===== config.mk =====
export PLATFORM = sky130hd
export DESIGN_NAME = zorro_master_cycle_ctrl
export DESIGN_NICKNAME = d
export VERILOG_FILES = /design/src/rtl/zorro_pkg.sv /design/src/rtl/zorro_cycle_timer.sv /design/src/rtl/zorro_master_cycle_ctrl.sv
export SDC_FILE = /design/constraint.sdc
export NUM_CORES = 1
export LEC_CHECK = 0
export ABC_AREA = 1
export CORE_MARGIN = 3
export CORE_UTILIZATION = 50
export CTS_CLUSTER_SIZE = 40
export DETAILED_ROUTE_END_ITERATION = 16
export HOLD_SLACK_MARGIN = 0.08
export PLACE_DENSITY = 0.79
export SYNTH_ARGS = -nofsm -noshare
export SYNTH_HDL_FRONTEND = slang
export SYNTH_SLANG_ARGS = --single-unit
export TNS_END_PERCENT = 50

===== constraint.sdc =====
create_clock -name CLK -period 3.98 [get_ports CLK]
set_clock_uncertainty 0.1 [all_clocks]
set_input_delay 0.597 -clock CLK [delete_from_list [all_inputs] [get_ports CLK]]
set_output_delay 0.597 -clock CLK [all_outputs]
set_load 0.03 [all_outputs]

===== src/rtl/zorro_pkg.sv =====
// zorro_pkg: shared state encoding and defaults for the Zorro III master cycle sequencer.
package zorro_pkg;

    typedef enum logic [2:0] {
        IDLE  = 3'd0,
        ADDR  = 3'd1,
        STRB  = 3'd2,
        DATA  = 3'd3,
        TERM  = 3'd4,
        RECOV = 3'd5
    } state_t;

    localparam logic [3:0] DS_IDLE            = 4'hF;
    localparam int         DEF_SETUP_CYCLES   = 1;
    localparam int         DEF_TIMEOUT_CYCLES = 64;

endpackage


===== src/rtl/zorro_cycle_timer.sv =====
// zorro_cycle_timer: state-residency counter, cleared whenever disabled, flags the terminal count.
module zorro_cycle_timer #(
    parameter int W    = 1,
    parameter int LAST = 0
) (
    input  logic CLK,
    input  logic RESET_n,
    input  logic en,
    output logic done
);

    logic [W-1:0] count;

    assign done = count == W'(LAST);

    // holding at the terminal value keeps the counter from wrapping
    always_ff @(posedge CLK) begin
        if (!RESET_n || !en)
            count <= '0;
        else if (!done)
            count <= count + 1'b1;
    end

endmodule


===== src/rtl/zorro_master_cycle_ctrl.sv =====
// zorro_master_cycle_ctrl: sequences Zorro III master strobes (address, FCS_n, DOE/DS_n)
// and reports ACK on DTACK_n or ERR on BERR_n/timeout.
module zorro_master_cycle_ctrl
    import zorro_pkg::*;
#(
    parameter int SETUP_CYCLES   = DEF_SETUP_CYCLES,
    parameter int TIMEOUT_CYCLES = DEF_TIMEOUT_CYCLES
) (
    input  logic       CLK,
    input  logic       RESET_n,
    input  logic       MYBUS_n,
    input  logic       REQ,
    input  logic       RW,
    input  logic [3:0] BE,
    input  logic       DTACK_n,
    input  logic       BERR_n,
    output logic       ADDR_OE,
    output logic       FCS_n,
    output logic       DOE,
    output logic [3:0] DS_n,
    output logic       READ,
    output logic       ACK,
    output logic       ERR,
    output logic       BUSY
);

    state_t     state, state_nx;
    logic [3:0] be_q;
    logic       setup_done, tmo_done, err_nx;

    zorro_cycle_timer #(.W($clog2(SETUP_CYCLES + 1)), .LAST(SETUP_CYCLES - 1)) u_setup (
        .CLK     (CLK),
        .RESET_n (RESET_n),
        .en      (state == ADDR),
        .done    (setup_done)
    );

    zorro_cycle_timer #(.W($clog2(TIMEOUT_CYCLES)), .LAST(TIMEOUT_CYCLES - 1)) u_timeout (
        .CLK     (CLK),
        .RESET_n (RESET_n),
        .en      (state == DATA),
        .done    (tmo_done)
    );

    always_comb begin
        state_nx = state;
        err_nx   = 1'b0;
        case (state)
            IDLE:  state_nx = (REQ && !MYBUS_n) ? ADDR : IDLE;
            ADDR:  state_nx = (MYBUS_n || !REQ) ? IDLE : setup_done ? STRB : ADDR;
            STRB:  state_nx = DATA;
            DATA: begin
                // BERR_n outranks DTACK_n; a timeout only matters when neither arrived
                state_nx = (!BERR_n || !DTACK_n || tmo_done) ? TERM : DATA;
                err_nx   = !BERR_n || DTACK_n;
            end
            TERM:  state_nx = RECOV;
            RECOV: state_nx = (DTACK_n && BERR_n) ? IDLE : RECOV;
            default: state_nx = IDLE;
        endcase
    end

    // outputs are flopped from the next state so they change in step with the state register
    always_ff @(posedge CLK) begin
        if (!RESET_n) begin
            state   <= IDLE;
            be_q    <= '0;
            ADDR_OE <= 1'b0;
            FCS_n   <= 1'b1;
            DOE     <= 1'b0;
            DS_n    <= DS_IDLE;
            READ    <= 1'b1;
            ACK     <= 1'b0;
            ERR     <= 1'b0;
            BUSY    <= 1'b0;
        end else begin
            state   <= state_nx;
            if (state == IDLE && state_nx == ADDR) begin
                READ <= RW;
                be_q <= BE;
            end
            ADDR_OE <= state_nx inside {ADDR, STRB, DATA};
            FCS_n   <= !(state_nx inside {STRB, DATA});
            DOE     <= state_nx == DATA;
            DS_n    <= (state_nx == DATA) ? ~be_q : DS_IDLE;
            ACK     <= state_nx == TERM && !err_nx;
            ERR     <= state_nx == TERM && err_nx;
            BUSY    <= state_nx != IDLE;
        end
    end

endmodule

# [Word level (Yosys, flattened, before mapping)]
# Cells that the tools add are included.
[totals] register_bits=25 input_bits=11 out_inout_bits=11
[op_classes] add_sub_neg=2 n_eq_ne=10 mux=7 bitwise_logic=2 reduce_logical=26
[op_table] cell="one-hot mux 3 bit (6 select lines)" count=1
[op_table] cell="equality test 3 x 2 -> 1 bit (second input constant)" count=4
[op_table] cell="equality test 3 bit (second input constant)" count=3
[op_table] cell="logical NOT 1 bit" count=9
[op_table] cell="adder 6 x 1 -> 6 bit (second input constant)" count=1
[op_table] cell="equality test 3 x 1 -> 1 bit (second input constant)" count=2
[op_table] cell="equality test 6 bit (second input constant)" count=1
[op_table] cell="logical OR 1 bit" count=6
[op_table] cell="two-way mux 3 bit" count=2
[op_table] cell="nonzero test 3 bit" count=2
[op_table] cell="logical AND 1 bit" count=5
[op_table] cell="two-way mux 2 bit" count=2
[op_table] cell="inverter 4 bit" count=1
[op_table] cell="logical NOT 3 bit" count=1
[op_table] cell="two-way mux 1 bit" count=2
[op_table] cell="AND reduction 2 bit" count=1
[op_table] cell="nonzero test 2 bit" count=1
[op_table] cell="OR reduction 2 bit" count=1
[op_table] cell="adder 1 bit (second input constant)" count=1
[op_table] cell="inverter 1 bit" count=1

# [Depth between registers and ports, before layout]
# Gate-level depths: netlist of the first run.
[depth] depth_word=8 mapped_depth=9 ltp_nobuf=9

# [Cells and area by module]
# From an unflattened synthesis of the first run, not the netlist that was laid out.
[hier_totals] hier_cells=128 hier_area_um2=975.9
[modules_own_cells] module="zorro_master_cycle_ctrl" n_inst=1 cells_per_inst=79 area_per_inst_um2=641.9 seq_area_each_um2=360.3
[modules_own_cells] module="zorro_cycle_timer (u_timeout)" n_inst=1 cells_per_inst=46 area_per_inst_um2=306.5 seq_area_each_um2=120.1
[modules_own_cells] module="zorro_cycle_timer (u_setup)" n_inst=1 cells_per_inst=3 area_per_inst_um2=27.5 seq_area_each_um2=20.0

# [Worst setup path after synthesis of the first run]
# Ideal clock, no wire load.
[synth_path] kind="input port to flip-flop" startpoint="input REQ" endpoint="register be_q[0]" setup_time_ps=116 arrival_time_ps=1148 t_required_ps=3764 path_slack_ps=2616 stages=5 cell_sequence="inv_1 nor2_2 nand4_1 o21ai_0 nor2_1"
[synth_via] elab_chain_cells=6
[synth_rtl] item="start, declared" line_no="zorro_master_cycle_ctrl.sv:12" text="input logic REQ,"
[synth_rtl] item="logical NOT 1 bit" line_no="zorro_master_cycle_ctrl.sv:50" text="ADDR: state_nx = (MYBUS_n || !REQ) ? IDLE : setup_done ? STRB : ADDR;"
[synth_rtl] item="logical OR 1 bit" line_no="zorro_master_cycle_ctrl.sv:50"
[synth_rtl] item="two-way mux 2 bit" line_no="zorro_master_cycle_ctrl.sv:50"
[synth_rtl] item="one-hot mux 3 bit (6 select lines) (*)" line_no="zorro_master_cycle_ctrl.sv:48" text="case (state)"
[synth_rtl] item="equality test 3 x 1 -> 1 bit (*)" line_no="zorro_master_cycle_ctrl.sv:78" text="if (state == IDLE && state_nx == ADDR) begin"
[synth_rtl] item="logical AND 1 bit (*)" line_no="zorro_master_cycle_ctrl.sv:78"
[synth_rtl] item="end signal, assigned" line_no="zorro_master_cycle_ctrl.sv:67" text="be_q <= '0;"
[synth_rtl] item="end signal, assigned" line_no="zorro_master_cycle_ctrl.sv:80" text="be_q <= BE;"
[synth_rtl] item="end, declared" line_no="zorro_master_cycle_ctrl.sv:28" text="logic [3:0] be_q;"
# Mark *: on every way between the ends. The rest lies on a longest branch, timed or not.
# A chain may end at the register's enable or synchronous reset.

# [Worst setup path after layout of the first run]
[layout_path] startpoint="register READ" endpoint="output READ"
[layout_rtl] item="start, declared" line_no="zorro_master_cycle_ctrl.sv:21" text="output logic READ,"
[layout_rtl] item="start signal, assigned" line_no="zorro_master_cycle_ctrl.sv:72" text="READ <= 1'b1;"
[layout_rtl] item="start signal, assigned" line_no="zorro_master_cycle_ctrl.sv:79" text="READ <= RW;"
# No word-level cell between the ends.

==> flow_summary.toml, run 1 <==
[status]
outcome = "complete, no violations"

[pwr]
p_comb_share_pct = 9.2
power.internal_uw = 313
p_leak_nw = 0.557
worst_ir_drop_vdd_uv = 245
powerDensity_nw_per_um2 = 322
switching_share_pct = 21.9
switchingPower_uw = 88.0
clockPowerShare_pct = 26.1
power_uw = 401
p_seq_share_pct = 64.7

[finish]
nets = 159
final_area_um2 = 1250
syn_to_final_growth_pct = 25.9
drive_above_1_share_pct = 11.6
fillers = 155
diodes = 0
multi_input_area_um2 = 404
seq_area_um2 = 500

[floorplanning]
dieArea_um2 = 2550
start_util_pct = 55.0
core_um2 = 1800
die_height_um = 50.5
row_count = 15
boundaryPins = 22
die_w_um = 50.5

[setup_path]
path_class = "reg -> out"
critPathBufInv = 1
worst_r2r_endpoint = "ADDR_OE$_SDFF_PN0_"
startpoint = "READ$_SDFFE_PN1P_"
crit_end = "READ"
start_kind = "flop"
reg2reg_depth = 9
path_depth = 1
crit_slowest_cell = "clkdlybuf4s50_1"
crit_fanout = 2
worstPathArrival_ns = 1.30
r2r_slack_ns = 2.47
crit_chain = "clkdlybuf4s50_1"
critPathTopFamily = "buffers and inverters"
max_stage_delay_ns = 0.67
reg2reg_from = "u_timeout.count[1]$_SDFFE_PP0N_"
worstPathRequired_ns = 3.28
cp-end-kind = "output port"

[grt]
grt_overflow = 0
grt_pass1_vias = 715
grt_max_degree = 14
grt_antenna_before_repair = 0
grt_pass1_wl_mm = 3.02
track_usage_pct = 15.2

[timing]
timing.fmax_mhz = 500
finalMaxSlewViolations = 0
min_period_over_period_pct = 50.3
period_minus_slack_ns = 2.00
rsz0062_at_grt = "no"
hold_viol = 0
setup_viol = 0
finalSetupTns_ns = 0

[synthesis]
yosysSeqAreaShare_pct = 50.5
ys_types = 24
syn_area_um2 = 991
syn_area_per_cell_um2 = 8.12
ys.warnings.count = 0
syn-instance-count = 122
synthesis.nets = 134
ys_ff_latch = 25

[route]
wl_per_cell_um = 10.5
wirelength_mm = 1.80
drt-initial-drc-count = 24
vias = 822
final_antenna_net_count = 0
dr.pass1.iters = 5
viasPerCell = 4.81
drc = 0

[clocking]
cts_tree = "built"
clock_path_buffers = 2
root_buffer = "clkbuf_4"
htree_num_levels = 1
cts_resized = 0
clk_pin_slew_worst_paths_ns = 0.12
cts_sinks = 25
ctsHoldBuffers = 0
postCtsSetupBuffers = 0
cts_made_buffers = 3
insertion_delay_ns = 0.30

[place]
io_buffers = 21
postPlaceCellArea_um2 = 1220
gp_congestion = 0.753
dpl.hpwl_mm = 1.47

[min_path]
min_path_type = "reg -> reg"

[run]
cap_violations = 0
==> worst min path at each step <==
stage,startpoint,endpoint,slack (ns),depth (start not counted)
4_1_cts,be_q[3]$_SDFFE_PN0P_,DS_n[3]$_SDFF_PN1_,0.30,1
3_5_place_dp,be_q[3]$_SDFFE_PN0P_,DS_n[3]$_SDFF_PN1_,0.27,1
6_report,be_q[0]$_SDFFE_PN0P_,DS_n[0]$_SDFF_PN1_,0.30,1
3_3_place_gp,be_q[1]$_SDFFE_PN0P_,DS_n[1]$_SDFF_PN1_,0.27,1
2_1_floorplan,be_q[0]$_SDFFE_PN0P_,DS_n[0]$_SDFF_PN1_,0.27,1
5_1_grt,be_q[3]$_SDFFE_PN0P_,DS_n[3]$_SDFF_PN1_,0.32,1
==> placed cells by master, fill, tap and decap left out, types with 2 or more instances in the layout <==
cell type / n
nand2_2: 4
a211oi_1: 2
nor3_1: 2
nor2_1: 11
o21ai_0: 7
nand2_1: 22
clkbuf_4: 3
nand3_1: 8
nand4_1: 2
a21oi_1: 4
clkdlybuf4s50_1: 21
dfxtp_1: 25
nand3_2: 2
inv_1: 19
nor2_2: 3
==> state kept, by name (all words and copies together) (netlist names) <==
register,count
DOE,1
be_q,4
u_timeout.count,6
DS_n,4
FCS_n,1
ADDR_OE,1
state,3
ACK,1
ERR,1
u_setup.count,1
BUSY,1
READ,1
==> metal layers <==
metal / routed length, um / vias up / track usage, %
met4: 11 / 0 / 2.69
met5: 0 / - / 0
met1: 887 / 371 / 21.0
li1: - / 428 / -
met2: 828 / 21 / 24.8
met3: 75 / 2 / 2.97
==> final cells by class <==
| cell class | count | area share, % |
|---|---|---|
| Timing Repair Buffer | 21 | 16.9 |
| Clock buffer | 4 | 2.11 |
| Tap cell | 25 | 2.51 |
| Inverter | 20 | 6.02 |
| Sequential cell | 25 | 40.1 |
| Multi-Input combinational cell | 76 | 32.4 |
==> cells in the mapped netlist <==
library cell	number	area, um2
nor2_1	11	41.3
and3_1	1	6.26
nor3_1	2	10.0
xor2_1	1	8.76
nand2_2	4	25.0
ha_1	1	12.5
o21ai_0	7	35.0
inv_1	19	71.3
nand3_1	8	40.0
a21oi_1	4	20.0
or2_2	1	6.26
nor2_8	1	20.0
buf_6	1	11.3
conb_1	1	3.75
inv_2	1	3.75
nand2_1	22	82.6
nand4_1	2	12.5
dfxtp_1	25	500
nand3_2	2	20.0
a211oi_1	2	15.0
nor2_4	1	11.3
nor2_2	3	18.8
a31oi_1	1	6.26
and2_4	1	8.76
==> power by group through the flow <==
stage          Combinational, mW  Clock, mW  Sequential, mW
5_1_grt                   0.0407      0.120           0.261
3_5_place_dp              0.0369          0           0.265
6_report                  0.0371      0.105           0.260
2_1_floorplan             0.0164          0           0.269
4_1_cts                   0.0371      0.109           0.260
3_3_place_gp              0.0363          0           0.265
==> kinds of logic (layout without fill, tap and decap cells) <==
kind of cell,Yosys count,after routing,synth area share [%]
AOI/OAI and AO/OA,14,14,7.70
xor gates and xnor gates,1,1,0.884
adders and majority gates,1,1,1.26
other,1,1,0.378
buffers and inverters,21,45,8.71
DFF,25,25,50.5
and+or+nand+nor,59,59,30.6
==> per-stage QoR <==
step	std cells	util (%)	hold slack, ns	worst slack (ns)
after floorplan	122	-	0.265	2.62
after global placement	167	67.8	0.271	2.04
after detailed placement	167	67.8	0.274	1.94
after CTS	171	69.2	0.304	1.96
after global routing	171	69.2	0.322	1.90
final	171	69.2	0.299	1.98
No activity file was read; power rests on OpenSTA's default activity.
==> run 2: changes to the inputs <==
--- a/config.mk
+++ b/config.mk
@@ -7,11 +7,11 @@
 export LEC_CHECK = 0
 export ABC_AREA = 1
 export CORE_MARGIN = 3
-export CORE_UTILIZATION = 50
+export CORE_UTILIZATION = 43
 export CTS_CLUSTER_SIZE = 40
 export DETAILED_ROUTE_END_ITERATION = 16
 export HOLD_SLACK_MARGIN = 0.08
-export PLACE_DENSITY = 0.79
+export PLACE_DENSITY = 0.72
 export SYNTH_ARGS = -nofsm -noshare
 export SYNTH_HDL_FRONTEND = slang
 export SYNTH_SLANG_ARGS = --single-unit
==> constraint.sdc (replaced) <==
create_clock -name CLK -period 1.65 [get_ports CLK]
set_clock_uncertainty 0.1 [all_clocks]
set_input_delay 0.2475 -clock CLK [delete_from_list [all_inputs] [get_ports CLK]]
set_output_delay 0.2475 -clock CLK [all_outputs]
set_load 0.03 [all_outputs]
==> run 2 against run 1 <==
Net effect:
- cell area unchanged
- via count increased by 1.7%
- register-to-register slack worse by 2.3 ns
- routed wire length down 4.7%
- clock-buffer cell count down 1
- non-clock buffer count grew 1
- sequential power increased by 140%
- sequential cell count stayed put
- core utilization down 8.7 points
- largest cell class unchanged
==> flow_summary.toml, run 2 (same netlist as run 1, synthesis figures left out) <==
[status]
outcome = "complete, no violations"

[finish]
final_cell_mix = "25 x dfxtp_1, 22 x nand2_1, 19 x inv_1"
final_util_pct = 60.5
multi_input_area_um2 = 404
seq_area_um2 = 500
largest_reg_flops = 6
reg.largest.list = "u_timeout.count x6, DS_n x4, be_q x4"
fillers = 193
nets = 160
diodes = 0
final_common_cell = "dfxtp_1"
syn_to_final_growth_pct = 25.9
final_area_um2 = 1250
drive_above_1_share_pct = 12.9
largest_register = "u_timeout.count"

[timing]
setup_viol = 0
hold_viol = 0
min_period_over_period_pct = 90.0
finalSetupTns_ns = 0
timing.fmax_mhz = 674
rsz0062_at_grt = "no"
finalMaxSlewViolations = 0
period_minus_slack_ns = 1.48

[pwr]
p_leak_nw = 0.572
clockPowerShare_pct = 27.7
power.internal_uw = 753
powerDensity_nw_per_um2 = 791
switchingPower_uw = 233
p_seq_share_pct = 63.4
worst_ir_drop_vdd_uv = 859
power_uw = 986
switching_share_pct = 23.7
p_comb_share_pct = 8.8

[clocking]
htree_num_levels = 1
postCtsSetupBuffers = 0
cts_made_buffers = 3
clk_pin_slew_worst_paths_ns = 0.14
cts_sinks = 25
insertion_delay_ns = 0.32
clock_path_buffers = 2
cts_tree = "built"
root_buffer = "clkbuf_4"

[floorplanning]
start_util_pct = 48.1
core_um2 = 2060
die_w_um = 54.0
row_count = 16
die_height_um = 54.0
boundaryPins = 22
dieArea_um2 = 2920

[grt]
grt_pass1_vias = 713
grt_antenna_before_repair = 0
grt_pass1_wl_mm = 3.08
grt_max_degree = 16
grt_overflow = 0
track_usage_pct = 14.9

[place]
io_buffers = 21
gp_congestion = 0.885
dpl.hpwl_mm = 1.39
postPlaceCellArea_um2 = 1230

[route]
drt-initial-drc-count = 15
vias = 836
drc = 0
viasPerCell = 4.80
wl_per_cell_um = 9.87
final_antenna_net_count = 0
wirelength_mm = 1.72
dr.pass1.iters = 4

[setup_path]
max_stage_delay_ns = 0.37
crit_fanout = 5
worstPathArrival_ns = 1.61
crit_chain = "ha_1 -> inv_1 -> nor2_2 -> nand2_2 -> nand3_2 -> and2_4 -> nor2_8 -> nand2_1"
path_class = "reg -> reg"
start_kind = "flop"
crit_slowest_cell = "dfxtp_1"
cp-end-kind = "flop"
worstPathRequired_ns = 1.78

[min_path]
min_path_type = "reg -> reg"

[run]
cap_violations = 0
[run 2: cell types whose count changed in the layout (fill, tap and decap cells not counted), sizes merged]
cell           before  now
clkdlybuf4s50      21   10
dlygate4sd2         0   11
buf                 0    1
clkbuf              4    3
clkinvlp            0    1
[run 2: worst max-delay path: cells and delay by family (launching register included)]
kind / cells / cell delay, ns
and+or+nand+nor: 6 / 0.60
buffers and inverters: 1 / 0.11
adders and majority gates: 1 / 0.23
DFF: 1 / 0.37
[run 2: layout make-up]
class | count | share of cell area, %
multi-input combinational | 76 | 32.4
inverter | 20 | 6.02
timing repair buffer | 22 | 16.3
clock buffer | 3 | 1.81
sequential | 25 | 40.1
tap | 27 | 2.71
clock inverter | 1 | 0.602
[run 2: timing repair]
| action | 4_1_cts | 5_1_grt |
|---|---|---|
| gates resized for setup | 11 | 0 |
| hold buffers | 0 | 0 |
| setup endpoints to repair | 11 | 0 |
[run 2: routing by layer]
metal	track usage [%]	share of wire, %	up-vias
li1	-	-	436
met1	17.8	45	377
met2	24.2	48	18
met3	4.99	5.9	5
met4	6.64	1.7	0
met5	0	0	-
[run 2: worst paths after layout]
path / cells past startpoint / from / slack [ns] / to
worst min register to register: 1 / be_q[2]$_SDFFE_PN0P_ / 0.30 / DS_n[2]$_SDFF_PN1_
worst max-delay path: 8 / u_timeout.count[0]$_SDFFE_PP0N_ / 0.17 / DS_n[0]$_SDFF_PN1_
worst max register to register: 8 / u_timeout.count[0]$_SDFFE_PP0N_ / 0.17 / DS_n[0]$_SDFF_PN1_
worst min-delay path: 1 / be_q[2]$_SDFFE_PN0P_ / 0.30 / DS_n[2]$_SDFF_PN1_
[run 2: metrics by stage]
step,worst slack [ns],cells,hold WS (ns)
after floorplan,0.304,122,0.261
after global placement,0.00815,170,0.274
after detailed placement,0.0241,170,0.274
after CTS,0.154,174,0.306
after global routing,0.0199,174,0.327
final,0.166,174,0.302
[run 2: power by group through the flow]
stage	Combinational, mW	Sequential, mW	Clock [mW]
after CTS	0.0878	0.626	0.285
after global placement	0.0901	0.639	0
after floorplan	0.0396	0.649	0
after global routing	0.0989	0.629	0.315
final	0.0870	0.626	0.273
after detailed placement	0.0909	0.640	0
